[src/rtl/text_line_overlay.sv]
// One-line text overlay sequencer: maps raster pixels to character cells, drives the 8x8 font ROM
// and registers the selected glyph bit two clocks after the pixel. Optional blink: `TEXT_BLINK_EN.
module text_line_overlay #(
  parameter int NCHAR      = 16,
  parameter int X0         = 0,
  parameter int Y0         = 0,
  parameter int SCALE_LOG2 = 0,
  parameter int XW         = 11
) (
  input  logic                     clk,
  input  logic                     rst_n,
  input  logic                     wr_en,
  input  logic [$clog2(NCHAR)-1:0] wr_addr,
  input  logic [7:0]               wr_data,
  input  logic                     wr_attr,
  input  logic                     frame_start,
  input  logic                     pix_valid,
  input  logic [XW-1:0]            pix_x,
  input  logic [XW-1:0]            pix_y,
  output logic [7:0]               font_char,
  output logic [2:0]               font_row,
  input  logic [7:0]               font_bits,
  output logic                     ovl_valid,
  output logic                     ovl_on,
  output logic                     ovl_in_region
);

  localparam int IW = $clog2(NCHAR);
  localparam int DW = XW + 1;
  localparam int CS = 3 + SCALE_LOG2;
  localparam logic [DW-1:0] X0_D  = DW'(X0);
  localparam logic [DW-1:0] Y0_D  = DW'(Y0);
  localparam logic [DW-1:0] REG_W = DW'(NCHAR << CS);
  localparam logic [DW-1:0] REG_H = DW'(8 << SCALE_LOG2);
  localparam logic [7:0]    SPACE = 8'h20;

  logic [DW-1:0] px, py, dx, dy;
  logic          in_region;

  // Offsets carry one extra bit so an inside-region pixel never wraps negative.
  assign px        = {1'b0, pix_x};
  assign py        = {1'b0, pix_y};
  assign dx        = px - X0_D;
  assign dy        = py - Y0_D;
  assign in_region = (px >= X0_D) && (dx < REG_W) && (py >= Y0_D) && (dy < REG_H);

  logic          s1_valid;
  logic          s1_in_region;
  logic [IW-1:0] s1_idx;
  logic [2:0]    s1_col;
  logic [2:0]    s1_row;

  always_ff @(posedge clk or negedge rst_n) begin
    if (!rst_n) begin
      s1_valid     <= 1'b0;
      s1_in_region <= 1'b0;
      s1_idx       <= '0;
      s1_col       <= '0;
      s1_row       <= '0;
    end else begin
      s1_valid <= pix_valid;
      if (pix_valid) begin
        s1_in_region <= in_region;
        s1_idx       <= dx[CS+IW-1:CS];
        s1_col       <= dx[SCALE_LOG2+2:SCALE_LOG2];
        s1_row       <= dy[SCALE_LOG2+2:SCALE_LOG2];
      end
    end
  end

  logic [7:0] txt_code [NCHAR];

  // NOTE: the buffer must come out of reset holding spaces, so it is built from
  // resettable flops rather than a RAM macro; that is why it sits in this async-reset block.
  always_ff @(posedge clk or negedge rst_n) begin
    if (!rst_n) begin
      for (int i = 0; i < NCHAR; i++) txt_code[i] <= SPACE;
    end else if (wr_en) begin
      txt_code[wr_addr] <= wr_data;
    end
  end

  // ROM address comes purely from S1 flops; a same-cycle write is seen by the next pixel.
  assign font_char = s1_in_region ? txt_code[s1_idx] : SPACE;
  assign font_row  = s1_row;

  logic blank;

`ifdef TEXT_BLINK_EN
  logic       txt_attr [NCHAR];
  logic [5:0] frame_cnt;

  always_ff @(posedge clk or negedge rst_n) begin
    if (!rst_n) begin
      for (int i = 0; i < NCHAR; i++) txt_attr[i] <= 1'b0;
      frame_cnt <= '0;
    end else begin
      if (wr_en) txt_attr[wr_addr] <= wr_attr;
      if (frame_start) frame_cnt <= frame_cnt + 6'd1;
    end
  end

  assign blank = txt_attr[s1_idx] & frame_cnt[5];
`else
  logic unused_blink;
  assign unused_blink = ^{wr_attr, frame_start};
  assign blank        = 1'b0;
`endif

  always_ff @(posedge clk or negedge rst_n) begin
    if (!rst_n) begin
      ovl_valid     <= 1'b0;
      ovl_on        <= 1'b0;
      ovl_in_region <= 1'b0;
    end else begin
      ovl_valid     <= s1_valid;
      ovl_in_region <= s1_valid & s1_in_region;
      ovl_on        <= s1_valid & s1_in_region & font_bits[3'd7 - s1_col] & ~blank;
    end
  end

endmodule

[config.mk]
export PLATFORM = sky130hd
export DESIGN_NAME = text_line_overlay
export DESIGN_NICKNAME = d
export VERILOG_FILES = /design/src/rtl/text_line_overlay.sv
export SDC_FILE = /design/constraint.sdc
export NUM_CORES = 1
export LEC_CHECK = 0
export BUFFER_PORTS_ARGS = -buffer_cell sky130_fd_sc_hd__buf_2
export CORE_MARGIN = 2
export CORE_UTILIZATION = 25
export CTS_BUF_LIST = sky130_fd_sc_hd__clkbuf_8
export DETAILED_ROUTE_END_ITERATION = 7
export PLACE_DENSITY = 0.51
export SYNTH_ARGS = -nofsm -noshare
export SYNTH_HDL_FRONTEND = slang
export SYNTH_SLANG_ARGS = --single-unit
[constraint.sdc]
create_clock -name clk -period 3.6 [get_ports clk]
set_input_delay 0.9 -clock clk [delete_from_list [all_inputs] [get_ports clk]]
set_output_delay 0.9 -clock clk [all_outputs]
set_load 0.005 [all_outputs]
; Word level (Yosys, flattened, before mapping)
; Cells that the tools add are included.
[word_totals]
ff_bits = 143
input_bits = 48
output_inout_bits = 14
word_cells = 50
[classes]
n_addsub = 1
order_cmp = 8
mux = 9
bitwise_logic = 4
reduce_logical = 4
[ops]
columns = operator, n
row1 = $bwmux 128, 1
row2 = $bmux 8 s4, 1
row3 = $demux 8 s4, 1
row4 = $mux 8, 4
row5 = $ge 11x1->1 const B, 2
row6 = $lt 11x4->1 const B, 1
row7 = $lt 11x8->1 const B, 1
row8 = $ge 5x5->1 const B, 2
row9 = $not 4->5, 2
row10 = $lt 5x1->1 const B, 1
row11 = $logic_and 1x1->1, 4
row12 = $lt 3x4->1 const B, 1
row13 = $bmux 1 s3, 1
row14 = $sub 3x3->3 const A, 1
row15 = $and 1x1->1, 2
row16 = $mux 1, 1

; Depth between registers and ports, before layout
; Gate-level depths: netlist of run 1.
[depth]
depth_word = 6
depth_mapped = 5
depth_no_buf = 3

; Worst setup path before layout of run 1
; OpenSTA, ideal clock, no wires.
[synth_path]
kind = register to output
start = reg s1_idx[0]
end = out font_char[0]
arrival_time_ns = 1.532
t_required_ns = 2.700
path_slack_ns = 1.168
stages_incl_launch_ff = 6
path_buffers = 2
cell_sequence = dfrtp_1 -> buf_2 -> buf_2 -> mux4_2 -> a22oi_1 -> nand2_1
[synth_via]
elab_chain_len = 5
[synth_lines]
columns = element, line
row1 = start: declaration, 49  ; logic [IW-1:0] s1_idx;
row2 = start signal: assignment, 64  ; s1_idx <= dx[CS+IW-1:CS];
row3 = $not 4->5 (not written as such), 84  ; assign font_char = s1_in_region ? txt_code[s1_idx] : SPACE;
row4 = $bmux 8 s4, 84
row5 = $mux 8 (not written as such) (2 in a row), 84
row6 = $mux 8, 84
row7 = end: declaration, 20  ; output logic [7:0] font_char,
; No other way between the ends. The select of a mux whose other input is x is not followed.

; Final worst setup path of run 1
[layout_path]
start = reg s1_idx[0]
end = out font_char[7]
; Same word-level chain as after synthesis.

==> impl_metrics.env, run 1 <==
export IMPL_clkSinkCount=143
export IMPL_yosysSeqAreaShare_pct=55.1
export IMPL_synthFlopType="dfrtp_1"
export IMPL_status="completed"
export IMPL_max_clock_freq_mhz=303
export IMPL_startpoint="s1_idx[0]$_DFFE_PN0P_"
export IMPL_endpoint_kind="primary output"
export IMPL_chipWidth_um=166
export IMPL_avgSynthCellArea_um2=16.0
export IMPL_maxCapViolations=0
export IMPL_ys_seq_elements=143
export IMPL_whs_ns=0.375
export IMPL_synth_area_mux_share_pct=35.6
export IMPL_worst_hold_path_type="reg -> reg"
export IMPL_routedWlPerCell_um=19.5
export IMPL_num_antenna_cells=0
export IMPL_switching_share_pct=23.8
export IMPL_arrival_ns=2.40
export IMPL_async_flop_share_pct=100
export IMPL_ant_nets=0
export IMPL_nets=520
export IMPL_drive_above_1_share_pct=62.7
export IMPL_clk_path_buf_depth=2
export IMPL_ys_types=34
export IMPL_yosys_area_share_simple_pct=5.25
export IMPL_drt_iter0_markers=120
export IMPL_die_h_um=166
export IMPL_fin_ws_ns=0.297
export IMPL_mostFrequentLayoutCell="mux2_2"
export IMPL_p_seq_share_pct=48.8
export IMPL_cts_root_buffer="clkbuf_8"
export IMPL_irDropWorstVdd_uv=232
export IMPL_core_area_mm2=0.0258
export IMPL_intPower_mw=3.39
export IMPL_via_per_inst=4.66
export IMPL_fill_cells=2570
export IMPL_yosys_warnings=0
export IMPL_startpoint_type="flop"
export IMPL_grt_overflow=0
export IMPL_multi_input_area_mm2=0.00279
export IMPL_tns_ns=0
export IMPL_reg2reg_setup_slack_ns=2.32
export IMPL_hp_start="s1_valid$_DFF_PN0_"
export IMPL_fin_skew_ns=0.00520
export IMPL_rows=59
export IMPL_synth_top_family_by_area="multiplexers"
export IMPL_start_util_pct=25.3
export IMPL_synth_xor_area_share_pct=0
export IMPL_io_buffers=59
export IMPL_grt_antenna_before_repair=1
export IMPL_synth_edf_count=0
export IMPL_htreeDepth=4
export IMPL_relSlewSlack_pct=44.7
export IMPL_die_area_mm2=0.0275
export IMPL_r2r_start="s1_idx[0]$_DFFE_PN0P_"
export IMPL_worst_pin_slew_ns=0.823
export IMPL_grt_max_degree=83
export IMPL_place_ws_ns=0.589
export IMPL_syn_num_nets=457
export IMPL_period_minus_slack_ns=3.30
export IMPL_syn_inst=409
export IMPL_grt_pass1_vias=4202
export IMPL_dp_hpwl_um=10600
export IMPL_final_max_slew_viol_count=0
export IMPL_crit_fanout=16
export IMPL_regArea_mm2=0.00360
export IMPL_crit_type="reg -> out"
export IMPL_drt_total_wl_um=16000
export IMPL_p_leak_nw=3.25
export IMPL_grtUsageTotal_pct=12.1
export IMPL_cts_tree="built"
export IMPL_clockPowerShare_pct=35.0
export IMPL_insertion_delay_ns=0.45
export IMPL_synthAdderAreaFrac_pct=0
export IMPL_critical_path_required_ns=2.70
export IMPL_mostFrequentLayoutCells="mux2_2 (137), dfrtp_1 (126), buf_2 (58), mux4_2 (34), clkbuf_8 (19)"
export IMPL_num_vias=3824
export IMPL_grt_pass1_wl_um=24800
export IMPL_drc=0
export IMPL_synth_compound_area_share_pct=1.76
export IMPL_syn_cell_area_mm2=0.00654
export IMPL_setup_viol=0
export IMPL_syn2layout_area_growth_pct=18.1
export IMPL_first_pass_iters=7
export IMPL_finalHoldViolations=0
export IMPL_cts_buffers=17
export IMPL_finalCritPeriodShare_pct=91.8
export IMPL_cts_hold_buf=0
export IMPL_power_per_cell_area_mw_per_mm2=576
export IMPL_rsz0062_at_grt="no"
export IMPL_power_frac_comb_pct=16.2
export IMPL_cts_clk_slew_worst_paths_ns=0.08
export IMPL_ios=62
export IMPL_place_congestion=0.732
export IMPL_power_switching_mw=1.06
-- path summary, 6_finish.rpt --
check	endpoint	depth (start not counted)
max	font_char[7]	5
min	ovl_valid$_DFF_PN0_	0
max reg2reg	s1_idx[0]$_DFFE_PN0P_	2
min reg2reg	ovl_valid$_DFF_PN0_	0
max in group asynchronous	txt_code[45]$_DFFE_PN1P_	2
min in group asynchronous	txt_code[55]$_DFFE_PN0P_	1
-- metal layers --
metal | track usage [%] | part of all wire, %
met5 | 0 | 0.069
met3 | 3.03 | 3.1
met4 | 4.27 | 1.7
met2 | 19.0 | 49
met1 | 16.2 | 46
-- sequential cells by signal, indices dropped and copies added (netlist names) --
signal         cells
txt_code         128
s1_idx             4
font_row           3
s1_col             3
ovl_in_region      1
ovl_on             1
ovl_valid          1
s1_in_region       1
s1_valid           1
-- through the flow --
step                      cells  power, mW  instance area, um2  util [%]
after floorplan             409       2.70                6540         -
after detailed placement    788       2.94                7220      28.0
after global placement      788       2.87                7220      28.0
after global routing        820       4.67                7720      29.9
after CTS                   820       4.51                7720      29.9
final                       820       4.45                7720      29.9
-- cell type report --
class                           count  area share (%)
Sequential cell                   143            46.7
Multi-Input combinational cell    236            36.1
Tap cell                          335            5.43
Timing Repair Buffer               71            5.23
Clock buffer                       19            3.39
Clock inverter                     13            3.05
Inverter                            3           0.146
-- power groups by stage --
stage               combinational, mW  clock [mW]  sequential, mW
floorplan                       0.585           0            2.12
global placement                0.702           0            2.17
detailed placement              0.734           0            2.20
CTS                             0.736        1.60            2.17
global route                    0.786        1.68            2.21
finish                          0.721        1.55            2.17
-- critical path: stages, from the launching register on --
cell     delay (ns)
dfrtp_4        0.65
buf_4          0.29
mux4_2         0.51
a22oi_1        0.23
nand2_1        0.12
buf_2          0.14
-- synthesized netlist by cell type (all sizes together), types with 2 or more instances --
cell / count / share of area [%]
a22oi: 14 / 1.6
nor3: 6 / 1.2
nand3: 5 / 0.38
mux4: 34 / 12
nand2b: 3 / 0.52
nand4: 2 / 0.19
mux2: 138 / 24
nor2: 5 / 0.40
nand2: 9 / 0.52
buf: 12 / 1.3
nand3b: 2 / 0.23
clkbuf: 15 / 0.86
dfstp: 16 / 6.4
inv: 3 / 0.17
dfrtp: 127 / 49
nor4: 4 / 0.61
or3: 4 / 0.38
and3b: 2 / 0.27
-- logic make-up after synthesis --
| kind of cell | Yosys count |
|---|---|
| buffers and inverters | 30 |
| and+or+nand+nor | 47 |
| AOI/OAI and AO/OA | 16 |
| muxes | 173 |
| DFF | 143 |
-- repair_timing --
| action | CTS | global route |
|---|---|---|
| setup buffers | 0 | 0 |
| resized for setup | 0 | 1 |
| setup endpoints to repair | 0 | 2 |
Power figures use the tool's default switching activity.
==> run 2, diff against run 1 <==
--- a/config.mk
+++ b/config.mk
@@ -5,6 +5,7 @@
 export SDC_FILE = /design/constraint.sdc
 export NUM_CORES = 1
 export LEC_CHECK = 0
+export ABC_CLOCK_PERIOD_IN_PS = 4160
 export BUFFER_PORTS_ARGS = -buffer_cell sky130_fd_sc_hd__buf_2
 export CORE_MARGIN = 2
 export CORE_UTILIZATION = 25
==> constraint.sdc (replaced) <==
create_clock -name clk -period 4.16 [get_ports clk]
set_input_delay 1.04 -clock clk [delete_from_list [all_inputs] [get_ports clk]]
set_output_delay 1.04 -clock clk [all_outputs]
set_load 0.005 [all_outputs]
==> run 2 against run 1 <==
Via count down 2.3%. Worst setup slack improved by 0.31 ns. Combinational power is 14% lower. First-iteration DRC count grew 44%. Non-clock buffer count is 6 lower. Register-to-register slack better by 0.49 ns. Design area decreased by 0.78%. Wire length fell by 0.89%. Critical path depth unchanged. Largest power group unchanged.
==> impl_metrics.env, run 2 (synthesized netlist as in run 1, its figures left out) <==
export IMPL_grt_max_degree=97
export IMPL_worst_pin_slew_ns=1.03
export IMPL_grt_overflow=0
export IMPL_power_per_cell_area_mw_per_mm2=489
export IMPL_startpoint_type="flop"
export IMPL_num_antenna_cells=0
export IMPL_relSlewSlack_pct=31.0
export IMPL_dp_hpwl_um=10300
export IMPL_largest_registers="txt_code (128), s1_idx (4)"
export IMPL_place_congestion=0.685
export IMPL_ios=62
export IMPL_period_minus_slack_ns=3.55
export IMPL_tns_ns=0
export IMPL_hold_depth=0
export IMPL_arrival_ns=2.51
export IMPL_fin_skew_ns=0.00205
export IMPL_syn2layout_area_growth_pct=17.2
export IMPL_drive_above_1_share_pct=62.2
export IMPL_die_h_um=166
export IMPL_largest_reg_flops=128
export IMPL_cts_resized=0
export IMPL_cts_root_buffer="clkbuf_8"
export IMPL_grt_pass1_vias=4239
export IMPL_drt_total_wl_um=15800
export IMPL_power_switching_mw=0.920
export IMPL_drt_iter0_markers=173
export IMPL_power_frac_comb_pct=16.6
export IMPL_start_util_pct=25.3
export IMPL_chipWidth_um=166
export IMPL_endpoint_kind="primary output"
export IMPL_clockPowerShare_pct=33.4
export IMPL_finalHoldViolations=0
export IMPL_via_per_inst=4.59
export IMPL_cts_setup_buffers=0
export IMPL_routedWlPerCell_um=19.5
export IMPL_crit_fanout=18
export IMPL_cts_clk_slew_worst_paths_ns=0.08
export IMPL_critical_path_required_ns=3.12
export IMPL_worst_hold_path_type="reg -> reg"
export IMPL_grtUsageTotal_pct=12.0
export IMPL_finalCritPeriodShare_pct=85.4
export IMPL_rsz0062_at_grt="no"
export IMPL_reg2reg_depth=1
export IMPL_nets=514
export IMPL_rows=59
export IMPL_insertion_delay_ns=0.45
export IMPL_first_pass_iters=4
export IMPL_mostFrequentLayoutCells="mux2_2 (137), dfrtp_1 (126), buf_2 (58), mux4_2 (34), clkbuf_8 (20)"
export IMPL_drc=0
export IMPL_irDropWorstVdd_uv=199
export IMPL_cts_tree="built"
export IMPL_largest_register="txt_code"
export IMPL_maxCapViolations=0
export IMPL_core_area_mm2=0.0258
export IMPL_status="completed"
export IMPL_total_power_mw=3.75
export IMPL_grt_antenna_before_repair=2
export IMPL_intPower_mw=2.83
export IMPL_final_max_slew_viol_count=0
export IMPL_cts_buffers=17
export IMPL_p_seq_share_pct=50.0
export IMPL_io_buffers=59
export IMPL_num_vias=3737
export IMPL_p_leak_nw=3.22
export IMPL_max_clock_freq_mhz=281
export IMPL_htreeDepth=4
export IMPL_die_area_mm2=0.0275
export IMPL_mostFrequentLayoutCell="mux2_2"
export IMPL_clkSinkCount=143
export IMPL_grt_pass1_wl_um=24800
export IMPL_crit_type="reg -> out"
export IMPL_ant_nets=0
export IMPL_switching_share_pct=24.5
export IMPL_clk_path_buf_depth=2
export IMPL_cts_hold_buf=0
export IMPL_setup_viol=0
[run 2: changes by cell type in the layout (fill, tap and decap cells not counted), moves of 2 or more]
| cell | previous run | this run |
|---|---|---|
| buf_12 | 1 | 3 |
| buf_4 | 11 | 3 |
| clkinvlp_4 | 5 | 2 |
| clkinv_4 | 2 | 5 |
| bufinv_16 | 6 | 4 |
[run 2: power groups by stage]
stage / combinational, mW / sequential [mW] / clock [mW]
floorplan: 0.507 / 1.83 / 0
global placement: 0.604 / 1.87 / 0
detailed placement: 0.634 / 1.91 / 0
CTS: 0.635 / 1.88 / 1.29
global route: 0.682 / 1.91 / 1.34
finish: 0.622 / 1.87 / 1.25
[run 2: worst paths after layout]
path / startpoint / endpoint / slack, ns
min in group asynchronous: rst_n / txt_code[63]$_DFFE_PN0P_ / 0.65
worst min register to register: s1_valid$_DFF_PN0_ / ovl_valid$_DFF_PN0_ / 0.39
max in group asynchronous: rst_n / txt_code[89]$_DFFE_PN0P_ / 2.67
worst min-delay path: s1_valid$_DFF_PN0_ / ovl_valid$_DFF_PN0_ / 0.39
worst max-delay path: s1_idx[1]$_DFFE_PN0P_ / font_char[6] / 0.61
worst max register to register: s1_idx[1]$_DFFE_PN0P_ / s1_idx[1]$_DFFE_PN0P_ / 2.81
[run 2: stage by stage]
step / util, % / hold slack [ns] / worst slack (ns) / instance area [um2] / cells
after floorplan: - / 0.346 / 1.59 / 6540 / 409
after global placement: 27.9 / 0.355 / 1.08 / 7200 / 782
after detailed placement: 27.9 / 0.361 / 1.06 / 7200 / 782
after CTS: 29.7 / 0.382 / 0.530 / 7660 / 814
after global routing: 29.7 / 0.384 / 0.456 / 7660 / 814
final: 29.7 / 0.389 / 0.607 / 7660 / 814
[run 2: critical path, cell delays in order, from the launching register on]
cell,delay [ns]
dfrtp_1,0.99
buf_12,0.26
mux4_2,0.30
a22oi_1,0.26
nand2_1,0.10
buf_2,0.14
[run 2: final cells by class]
type	count	area (um2)
tap	335	419
inverter	3	11.3
sequential	143	3600
multi-input combinational	236	2790
clock buffer	20	275
clock inverter	12	184
timing repair buffer	65	384
fill	2554	18200
[run 2: layer usage]
layer	wire, um	vias up	global-route usage [%]
li1	-	1655	-
met5	15	-	0
met4	331	4	4.42
met2	7840	54	20.0
met3	441	30	2.89
met1	7220	1994	15.2
